[config.mk]
export PLATFORM = sky130hd
export DESIGN_NAME = sprite_line_scheduler
export DESIGN_NICKNAME = d
export VERILOG_FILES = /design/src/rtl/sprite_pkg.sv /design/src/rtl/sprite_active_list.sv /design/src/rtl/sprite_line_scheduler.sv
export SDC_FILE = /design/constraint.sdc
export NUM_CORES = 1
export LEC_CHECK = 0
export CAP_MARGIN = 20
export CORE_ASPECT_RATIO = 1.4
export CORE_UTILIZATION = 28
export CTS_BUF_LIST = sky130_fd_sc_hd__clkbuf_2
export DETAILED_ROUTE_END_ITERATION = 7
export PLACE_DENSITY_LB_ADDON = 0.05
export REMOVE_ABC_BUFFERS = 1
export SLEW_MARGIN = 10
export SYNTH_ARGS = -nofsm -noshare
export SYNTH_HDL_FRONTEND = slang
export SYNTH_HIERARCHICAL = 1
export SYNTH_SLANG_ARGS = --single-unit
[constraint.sdc]
create_clock -name clk -period 17.95 [get_ports clk]
set_clock_uncertainty 0.15 [all_clocks]
set_input_delay 3.59 -clock clk [delete_from_list [all_inputs] [get_ports clk]]
set_output_delay 3.59 -clock clk [all_outputs]
set_load 0.01 [all_outputs]
[src/rtl/sprite_pkg.sv]
// Shared types and constants for the sprite line scheduler: attribute word
// layout, active-list entry layout and the sequencer state encoding.
package sprite_pkg;

    localparam int          LINE_W      = 640;
    localparam logic [23:0] BG_COLOR    = 24'h3DBCFB;
    localparam logic [23:0] TRANSPARENT = 24'hFF00FF;

    typedef struct packed {
        logic [6:0] dim;
        logic [4:0] id;
        logic [9:0] y;
        logic [9:0] x;
    } sprite_attr_t;

    typedef struct packed {
        logic [9:0] x;
        logic [6:0] row;
        logic [6:0] dim;
        logic [4:0] id;
    } active_entry_t;

    typedef enum logic [2:0] {
        IDLE,
        CLEAR,
        SCAN,
        FETCH,
        DONE
    } state_t;

endpackage

[src/rtl/sprite_active_list.sv]
// Small register file holding the sprites that hit the current line, in
// push order; pushes beyond capacity are ignored (the caller flags overflow).
module sprite_active_list
    import sprite_pkg::*;
#(
    parameter int MAX_ACTIVE = 8
) (
    input  logic                                        clk,
    input  logic                                        reset,
    input  logic                                        i_clear,
    input  logic                                        i_push,
    input  active_entry_t                               i_entry,
    input  logic [((MAX_ACTIVE > 1) ? $clog2(MAX_ACTIVE) : 1)-1:0] i_rd_idx,
    output logic                                        o_full,
    output logic [$clog2(MAX_ACTIVE + 1)-1:0]           o_count,
    output active_entry_t                               o_rd_entry
);

    localparam int IDX_W = (MAX_ACTIVE > 1) ? $clog2(MAX_ACTIVE) : 1;
    localparam int CNT_W = $clog2(MAX_ACTIVE + 1);

    active_entry_t    r_list [MAX_ACTIVE];
    logic [CNT_W-1:0] r_count;
    logic             w_accept;

    assign o_full     = (r_count == CNT_W'(MAX_ACTIVE));
    assign w_accept   = i_push && !o_full && !i_clear;
    assign o_count    = r_count;
    assign o_rd_entry = r_list[i_rd_idx];

    always_ff @(posedge clk) begin
        if (reset || i_clear) begin
            r_count <= '0;
        end else if (w_accept) begin
            r_count <= r_count + CNT_W'(1);
        end
    end

    always_ff @(posedge clk) begin
        if (w_accept) begin
            r_list[IDX_W'(r_count)] <= i_entry;
        end
    end

endmodule

[src/rtl/sprite_line_scheduler.sv]
// Per-line sequencer: clears the prefetch line buffer, scans the attribute
// table for sprites on the line, then streams their ROM rows into the buffer.
module sprite_line_scheduler #(
    parameter int          NUM_SLOTS   = 20,
    parameter int          MAX_ACTIVE  = 8,
    parameter int          MAX_DIM     = 32,
    parameter int          LINE_W      = sprite_pkg::LINE_W,
    parameter logic [23:0] BG_COLOR    = sprite_pkg::BG_COLOR,
    parameter logic [23:0] TRANSPARENT = sprite_pkg::TRANSPARENT
) (
    input  logic        clk,
    input  logic        reset,
    input  logic        line_start,
    input  logic [9:0]  line_y,
    output logic [4:0]  attr_idx,
    input  logic [31:0] attr_data,
    output logic [4:0]  rom_sel,
    output logic [9:0]  rom_addr,
    input  logic [23:0] rom_data,
    output logic        lb_we,
    output logic [9:0]  lb_addr,
    output logic [23:0] lb_data,
    output logic        busy,
    output logic        done,
    output logic        overflow,
    output logic        late
);

    import sprite_pkg::*;

    localparam int IDX_W = (MAX_ACTIVE > 1) ? $clog2(MAX_ACTIVE) : 1;
    localparam int CNT_W = $clog2(MAX_ACTIVE + 1);
    // One counter serves the clear sweep, the slot scan and the fetch column;
    // it must also reach any 7-bit dim, i.e. up to 4*MAX_DIM at the default.
    localparam int COL_W = (LINE_W > 4 * MAX_DIM) ? $clog2(LINE_W) : $clog2(4 * MAX_DIM);

    state_t           r_state;
    logic [9:0]       r_line_y;
    logic [COL_W-1:0] r_col;
    logic [IDX_W-1:0] r_fidx;
    logic             r_drain;
    logic             r_busy;
    logic             r_done;
    logic             r_overflow;
    logic             r_late;
    logic             r_vld_p1;
    logic [9:0]       r_addr_p1;
    logic             r_inb_p1;

    sprite_attr_t     w_attr;
    active_entry_t    w_new;
    active_entry_t    w_cur;
    logic             w_eval;
    logic             w_empty;
    logic             w_hit;
    logic             w_push;
    logic             w_full;
    logic [10:0]      w_diff;
    logic [CNT_W-1:0] w_count;
    logic [CNT_W-1:0] w_count_next;
    logic             w_issue;
    logic [9:0]       w_rom_addr;
    logic [10:0]      w_col_abs;

    assign w_attr       = attr_data;
    assign w_eval       = (r_state == SCAN) && (r_col != '0);
    assign w_empty      = (attr_data == '0) || (w_attr.id == '0) || (w_attr.dim == '0);
    assign w_diff       = {1'b0, r_line_y} - {1'b0, w_attr.y};
    assign w_hit        = !w_empty && (r_line_y >= w_attr.y) && (w_diff < {4'b0, w_attr.dim});
    assign w_push       = w_eval && w_hit;
    assign w_new        = '{x: w_attr.x, row: w_diff[6:0], dim: w_attr.dim, id: w_attr.id};
    assign w_count_next = w_count + CNT_W'(w_push && !w_full);

    sprite_active_list #(
        .MAX_ACTIVE (MAX_ACTIVE)
    ) u_list (
        .clk        (clk),
        .reset      (reset),
        .i_clear    (line_start),
        .i_push     (w_push),
        .i_entry    (w_new),
        .i_rd_idx   (r_fidx),
        .o_full     (w_full),
        .o_count    (w_count),
        .o_rd_entry (w_cur)
    );

    assign w_issue    = (r_state == FETCH) && !r_drain;
    assign w_rom_addr = 10'(15'(w_cur.row) * 15'(w_cur.dim) + 15'(r_col));
    assign w_col_abs  = {1'b0, w_cur.x} + 11'(r_col);

    assign attr_idx = ((r_state == SCAN) && (r_col < COL_W'(NUM_SLOTS))) ? 5'(r_col) : '0;
    assign rom_sel  = w_issue ? w_cur.id : '0;
    assign rom_addr = w_issue ? w_rom_addr : '0;
    // ROM data lands one cycle after its address, so the write side forwards it directly.
    assign lb_we    = (r_state == CLEAR) || (r_vld_p1 && r_inb_p1 && (rom_data != TRANSPARENT));
    assign lb_addr  = r_vld_p1 ? r_addr_p1 : ((r_state == CLEAR) ? 10'(r_col) : '0);
    assign lb_data  = r_vld_p1 ? rom_data  : ((r_state == CLEAR) ? BG_COLOR : '0);

    assign busy     = r_busy;
    assign done     = r_done;
    assign overflow = r_overflow;
    assign late     = r_late;

    always_ff @(posedge clk) begin
        if (reset) begin
            r_state    <= IDLE;
            r_col      <= '0;
            r_fidx     <= '0;
            r_drain    <= 1'b0;
            r_busy     <= 1'b0;
            r_done     <= 1'b0;
            r_overflow <= 1'b0;
            r_late     <= 1'b0;
            r_vld_p1   <= 1'b0;
        end else begin
            r_done   <= 1'b0;
            r_late   <= 1'b0;
            r_vld_p1 <= w_issue && !line_start;
            if (line_start) begin
                r_late     <= (r_state != IDLE);
                r_state    <= CLEAR;
                r_col      <= '0;
                r_busy     <= 1'b1;
                r_overflow <= 1'b0;
            end else begin
                if (w_push && w_full) begin
                    r_overflow <= 1'b1;
                end
                case (r_state)
                    IDLE: begin
                        r_col <= '0;
                    end
                    CLEAR: begin
                        if (r_col == COL_W'(LINE_W - 1)) begin
                            r_state <= SCAN;
                            r_col   <= '0;
                        end else begin
                            r_col <= r_col + COL_W'(1);
                        end
                    end
                    SCAN: begin
                        if (r_col == COL_W'(NUM_SLOTS)) begin
                            r_col   <= '0;
                            r_drain <= 1'b0;
                            if (w_count_next == '0) begin
                                r_state <= DONE;
                                r_busy  <= 1'b0;
                                r_done  <= 1'b1;
                            end else begin
                                r_state <= FETCH;
                                r_fidx  <= IDX_W'(w_count_next - CNT_W'(1));
                            end
                        end else begin
                            r_col <= r_col + COL_W'(1);
                        end
                    end
                    FETCH: begin
                        // Newest entry first so the lowest slot is written last and wins.
                        if (r_drain) begin
                            r_state <= DONE;
                            r_busy  <= 1'b0;
                            r_done  <= 1'b1;
                        end else if (r_col == COL_W'(w_cur.dim - 7'd1)) begin
                            r_col <= '0;
                            if (r_fidx == '0) begin
                                r_drain <= 1'b1;
                            end else begin
                                r_fidx <= r_fidx - IDX_W'(1);
                            end
                        end else begin
                            r_col <= r_col + COL_W'(1);
                        end
                    end
                    DONE: begin
                        r_state <= IDLE;
                    end
                    default: begin
                        r_state <= IDLE;
                    end
                endcase
            end
        end
    end

    // Pixel pipeline stage p1: column and clip flag travel with the ROM read.
    always_ff @(posedge clk) begin
        if (line_start) begin
            r_line_y <= line_y;
        end
        r_addr_p1 <= 10'(w_col_abs);
        r_inb_p1  <= (w_col_abs < 11'(LINE_W));
    end

endmodule

# ---- Word-level counts from Yosys, hierarchy flattened
# Memories as Yosys holds them, arrays and structs flattened. A register that Yosys moved wholly into a read port is not among the register bits.
# Cells that the tools add are included.
dict set report classes {
  n_addsub 9
  multipliers 1
  n_lt_le_gt_ge 4
  n_eq_ne 20
  n_mux 42
  bitwise 2
  n_reduce_logical 39
}
# op n
set ops {}
lappend ops {{$mux W10} 7}
lappend ops {{$pmux W10 S4} 1}
lappend ops {{$mux W3} 11}
lappend ops {{$logic_not A32 Y1} 1}
lappend ops {{$mux W24} 1}
lappend ops {{$ne A24 B24 Y1 const B} 1}
lappend ops {{$mux W22} 1}
lappend ops {{$mux W1} 14}
lappend ops {{$logic_and A1 B1 Y1} 12}
lappend ops {{$pmux W3 S4} 1}
lappend ops {{$reduce_and A4 Y1} 3}
lappend ops {{$add A10 B10 Y11} 1}
lappend ops {{$lt A11 B10 Y1 const B} 1}
lappend ops {{$lt A11 B7 Y1} 1}
lappend ops {{$sub A10 B10 Y11} 1}
lappend ops {{$add A10 B1 Y10 const B} 1}
lappend ops {{$add A10 B10 Y10} 1}
lappend ops {{$eq A10 B10 Y1} 1}
lappend ops {{$eq A10 B10 Y1 const B} 1}
lappend ops {{$eq A10 B5 Y1 const B} 1}
lappend ops {{$ge A10 B10 Y1} 1}
lappend ops {{$lt A10 B5 Y1 const B} 1}
lappend ops {{$mul A7 B7 Y10} 1}
lappend ops {{$mux W5} 2}
lappend ops {{28 further kinds} 50}
dict set report word_totals {
  reg_bits 47
  ram_bits 232
  inputBits 69
  elab_cells 132
  mem_count 1
}
# memory words word_bits rd rd_ports_with_merged_regs wr line_no
set memory_table {}
lappend memory_table {u_list.r_list 8 29 1 1 1 sprite_active_list.sv:22} ;# active_entry_t r_list [MAX_ACTIVE];

# ---- Logic depth before layout (Yosys ltp)
dict set report logic_depth {
  word_depth 15
  depth_mapped 22
  mapped_depth_nobuf 22
}

# ---- Modules after synthesis
# Netlist, hierarchy kept.
# mod instances cells_per_inst area_each_um2 seq_area_each_um2
set modules_own_cells {}
lappend modules_own_cells {sprite_active_list 1 374 9146.3 7046.8}
lappend modules_own_cells {sprite_line_scheduler 1 623 5068.6 960.9}

# ---- Worst setup path after synthesis
# Ideal clock, no wire load.
dict set report synth_timing {
  path_type {input -> register}
  start {input port attr_data[14]}
  end {memory u_list/r_list[7][0] in the netlist's numbering, enable pin}
  setup_time_ns 0.505
  t_arrival_ns 9.433
  t_required_ns 17.295
  setup_slack_ns 7.862
  cell_stages 13
  path_buffers 0
  cell_sequence {inv_1 > ha_1 > nand3_1 > o211ai_1 > nor2_1 > xnor2_1 > ha_1 > a21o_1 > a222oi_1 > o211ai_1 > nor4_1 > nor2b_1 > nor4b_1}
}
# element line_no
set synth_lines {}
lappend synth_lines {{from (decl)} sprite_line_scheduler.sv:16} ;# input logic [31:0] attr_data,
lappend synth_lines {{$sub A10 B10 Y11} sprite_line_scheduler.sv:68} ;# assign w_diff = {1'b0, r_line_y} - {1'b0, w_attr.y};
lappend synth_lines {{via w_diff[5]} sprite_line_scheduler.sv:58} ;# logic [10:0] w_diff;
lappend synth_lines {{$lt A11 B7 Y1} sprite_line_scheduler.sv:69} ;# assign w_hit = !w_empty && (r_line_y >= w_attr.y) && (w_diff < {4'b0, w_attr.dim});
lappend synth_lines {{$logic_and A1 B1 Y1} sprite_line_scheduler.sv:69}
lappend synth_lines {{$logic_and A1 B1 Y1} sprite_line_scheduler.sv:70} ;# assign w_push = w_eval && w_hit;
lappend synth_lines {{via w_push} sprite_line_scheduler.sv:56} ;# logic w_push;
lappend synth_lines {{$logic_and A1 B1 Y1 (2 in a row)} sprite_active_list.sv:27} ;# assign w_accept = i_push && !o_full && !i_clear;
lappend synth_lines {{$mux W1} sprite_active_list.sv:40} ;# if (w_accept) begin
lappend synth_lines {{$mux W1 (implied by the code)} sprite_active_list.sv:41} ;# r_list[IDX_W'(r_count)] <= i_entry;
lappend synth_lines {{to (decl)} sprite_active_list.sv:22}
# The timed path passes the listed nets, and every way through them passes these cells.

==> metrics <==
Post-CTS Setup Bufs 0; CTS Hold Buffers Added 0; Post-Synth Simple-Gate Area 9.12%; switching share of power 25.1%; Placed Instances 1,752; vias in the first global route 9,394; Post-Syn Instances 997; Req. time, crit path 14.21 ns; synth unique cells 70; max_slew headroom 33.3%; Die W 192 um; initial antenna violation count 2; clock sinks 279; worst skew pair latency 0.96 ns; DRT antenna net count 0; hold slack 0.360 ns; mapped cell area 0.0142 sq mm; Worst setup EP type output port; Seq/Total Area, Yosys 56.3%; Clk Tree Root Cell clkbuf_2; DRT Pass-1 Iters 7; first-pass GRT wire length 57,500 um; setup total negative slack 0 ns; core box area 0.0501 sq mm; final wirelength 38,100 um; P_int 955 uW; Least-Margin Pin Slew 0.992 ns; Reg power frac 56.1%; global route overflow 0; FMAX 91.0 MHz; largest family of logic cells by synthesized area multiplexers; signal arrival time at the worst endpoint 7.25 ns; commonest non-fill, non-tap cell in the layout edfxtp_1; Starting Density 28.4%; Final min period 10.99 ns; Syn. warnings 6; flops & latches, synth 279; clk slew on worst S/H paths 0.10 ns; top-area cell type share of the netlist area 51.1%; Pwr Density 74.7 mW/mm^2; startpoint types register; HP Class reg -> reg; Post-Route Utilization 34.0%; row cnt 97; final setup violation count 0; PnR worst setup slack 6.96 ns; DRC viols 20; routed vias/inst 4.67; Vias 8,794; largest net degree at the start of global routing 62; combinational share of power 6.2%; DIE HEIGHT 269 um; layout cells sized above 1 18.9%; Max-cap violations 0; Die ar. 0.0517 sq mm; asr flop ratio synth 0%; Ports 128; CP Max Fanout 48; CTS resizes 0; all-layer global routing usage 15.2%; most frequent cells in the layout edfxtp_1, clkdlybuf4s50_1, clkbuf_2; RSZ-0062 raised after global routing false; Max Root-Sink Buffers 3; reported net switching power 319 uW; final net count 1,339; # port buffers 127; hpwl dp 24,300 um; CTS buffer count 74; crit share post-route 61.2%; Post-Synth XOR/XNOR Area 2.46%; Crit Path Class reg -> out; number of synthesized flops with an enable pin 242; H-tree levels 3; FILL cells 5,009; Placer Congestion 0.767; status complete, but fails checks; leading area contributor after synthesis edfxtp_1; complex-gate fraction of the synthesized area 6.48%; post-synthesis mux area share 12.9%; endpoints failing hold 0; adder-cell area share of the yosys netlist 9.01%; violated checks design-rule violations; Clk network pwr share 37.7%; max-slew violation count 0; Initial DRC Count 320; CTS tree done; Area growth syn-to-layout 19.9%; Final Non-Filler Cells 1,885; drt wl/cell 20.2 um; Synth Area per Inst 14.3 sq um; top_reg_cell synth edfxtp_1; worst vdd ir 0.0000464 V; Leakage 0.00623 uW; DP Worst Slack 7.78 ns; top cells by area, synth edfxtp_1, mux4_2, dfxtp_1
## stage by stage
step | area (sq um) | power, uW
2_1_floorplan | 14000 | 765
3_3_place_gp | 16300 | 811
3_5_place_dp | 16300 | 811
4_1_cts | 17000 | 1310
5_1_grt | 17000 | 1350
6_report | 17000 | 1270
## cell type report
type | count | area (sq um) | area share, %
diodes | 1 | 2.50 | 0.0147
repair buffers | 150 | 1450 | 8.50
inverters | 83 | 312 | 1.83
flip-flops and latches | 279 | 8010 | 47.0
clock buffers | 109 | 546 | 3.20
clock inverters | 23 | 180 | 1.06
multi-input cells | 597 | 5740 | 33.7
well taps | 643 | 805 | 4.72
## state kept, by name, indices dropped and copies added (netlist names)
name / flops
r_vld_p1: 1
r_addr_p1: 10
u_list/r_list: 232
r_drain: 1
r_fidx: 3
overflow: 1
r_line_y: 10
busy: 1
late: 1
u_list/o_count: 4
done: 1
r_col: 10
r_state: 3
r_inb_p1: 1
## worst paths after layout
kind | start | end | slack [ns] | cells after the start
worst max-delay path | r_fidx[1] | rom_addr[9] | 6.96 | 17
worst min-delay path | overflow | overflow | 0.36 | 2
worst max register to register | r_line_y[4] | u_list/r_list[0][13] | 12.46 | 16
worst min register to register | overflow | overflow | 0.36 | 2
## synth_stat cells (5+ instances only)
master    number
a21o_1        25
a21oi_1       23
a22o_1         9
a31oi_1        6
and2_1        46
buf_2          9
clkbuf_1      24
dfxtp_1       37
edfxtp_1     242
fa_1          29
ha_1          56
inv_1         83
mux2_2         9
mux2_4        20
mux2i_1        5
mux4_1        19
mux4_2        39
nand2_1       62
nand2b_1       7
nand3_1       14
nand4_1        6
nor2_1        54
nor2b_1       12
nor3_1        17
nor4_1         8
o21ai_0       17
o221ai_1       5
or3_1          5
xnor2_1       30
xor2_1        10
## power groups by stage
| stage | Clock [uW] | Combinational (uW) | Sequential (uW) |
|---|---|---|---|
| after CTS | 511 | 81.5 | 715 |
| after global routing | 544 | 87.9 | 716 |
| after floorplan | 0 | 35.5 | 729 |
| after detailed placement | 0 | 81.2 | 730 |
| final | 480 | 79.4 | 715 |
| after global placement | 0 | 81.2 | 730 |
## logic make-up after synthesis
logic type,after synthesis
AOI/OAI and AO/OA,127
buffers and inverters,121
adders and majority gates,85
xor gates and xnor gates,40
muxes,92
DFF,279
and+or+nand+nor,253
## per-layer routing
metal / vias up / global-route usage (%) / share of wire (%)
met5: - / 0 / 0
met4: 0 / 5.41 / 2.4
met3: 51 / 3.21 / 3.7
met2: 169 / 27.3 / 52
met1: 4429 / 17.8 / 42
li1: 4145 / - / -
## worst max-delay path, stage by stage, from the launching register on
cell             delay [ns]
dfxtp_4                0.52
buf_4                  0.80
mux4_1                 0.64
mux2_4                 0.35
and2_1                 0.18
fa_1                   0.46
fa_1                   0.52
inv_1                  0.05
fa_1                   0.46
fa_1                   0.54
inv_1                  0.04
ha_1                   0.31
nor2b_1                0.16
o21a_1                 0.19
o41ai_1                0.31
xnor2_1                0.10
nor2_1                 0.09
clkdlybuf4s50_1        0.55
(Power assumes the default switching activity.)
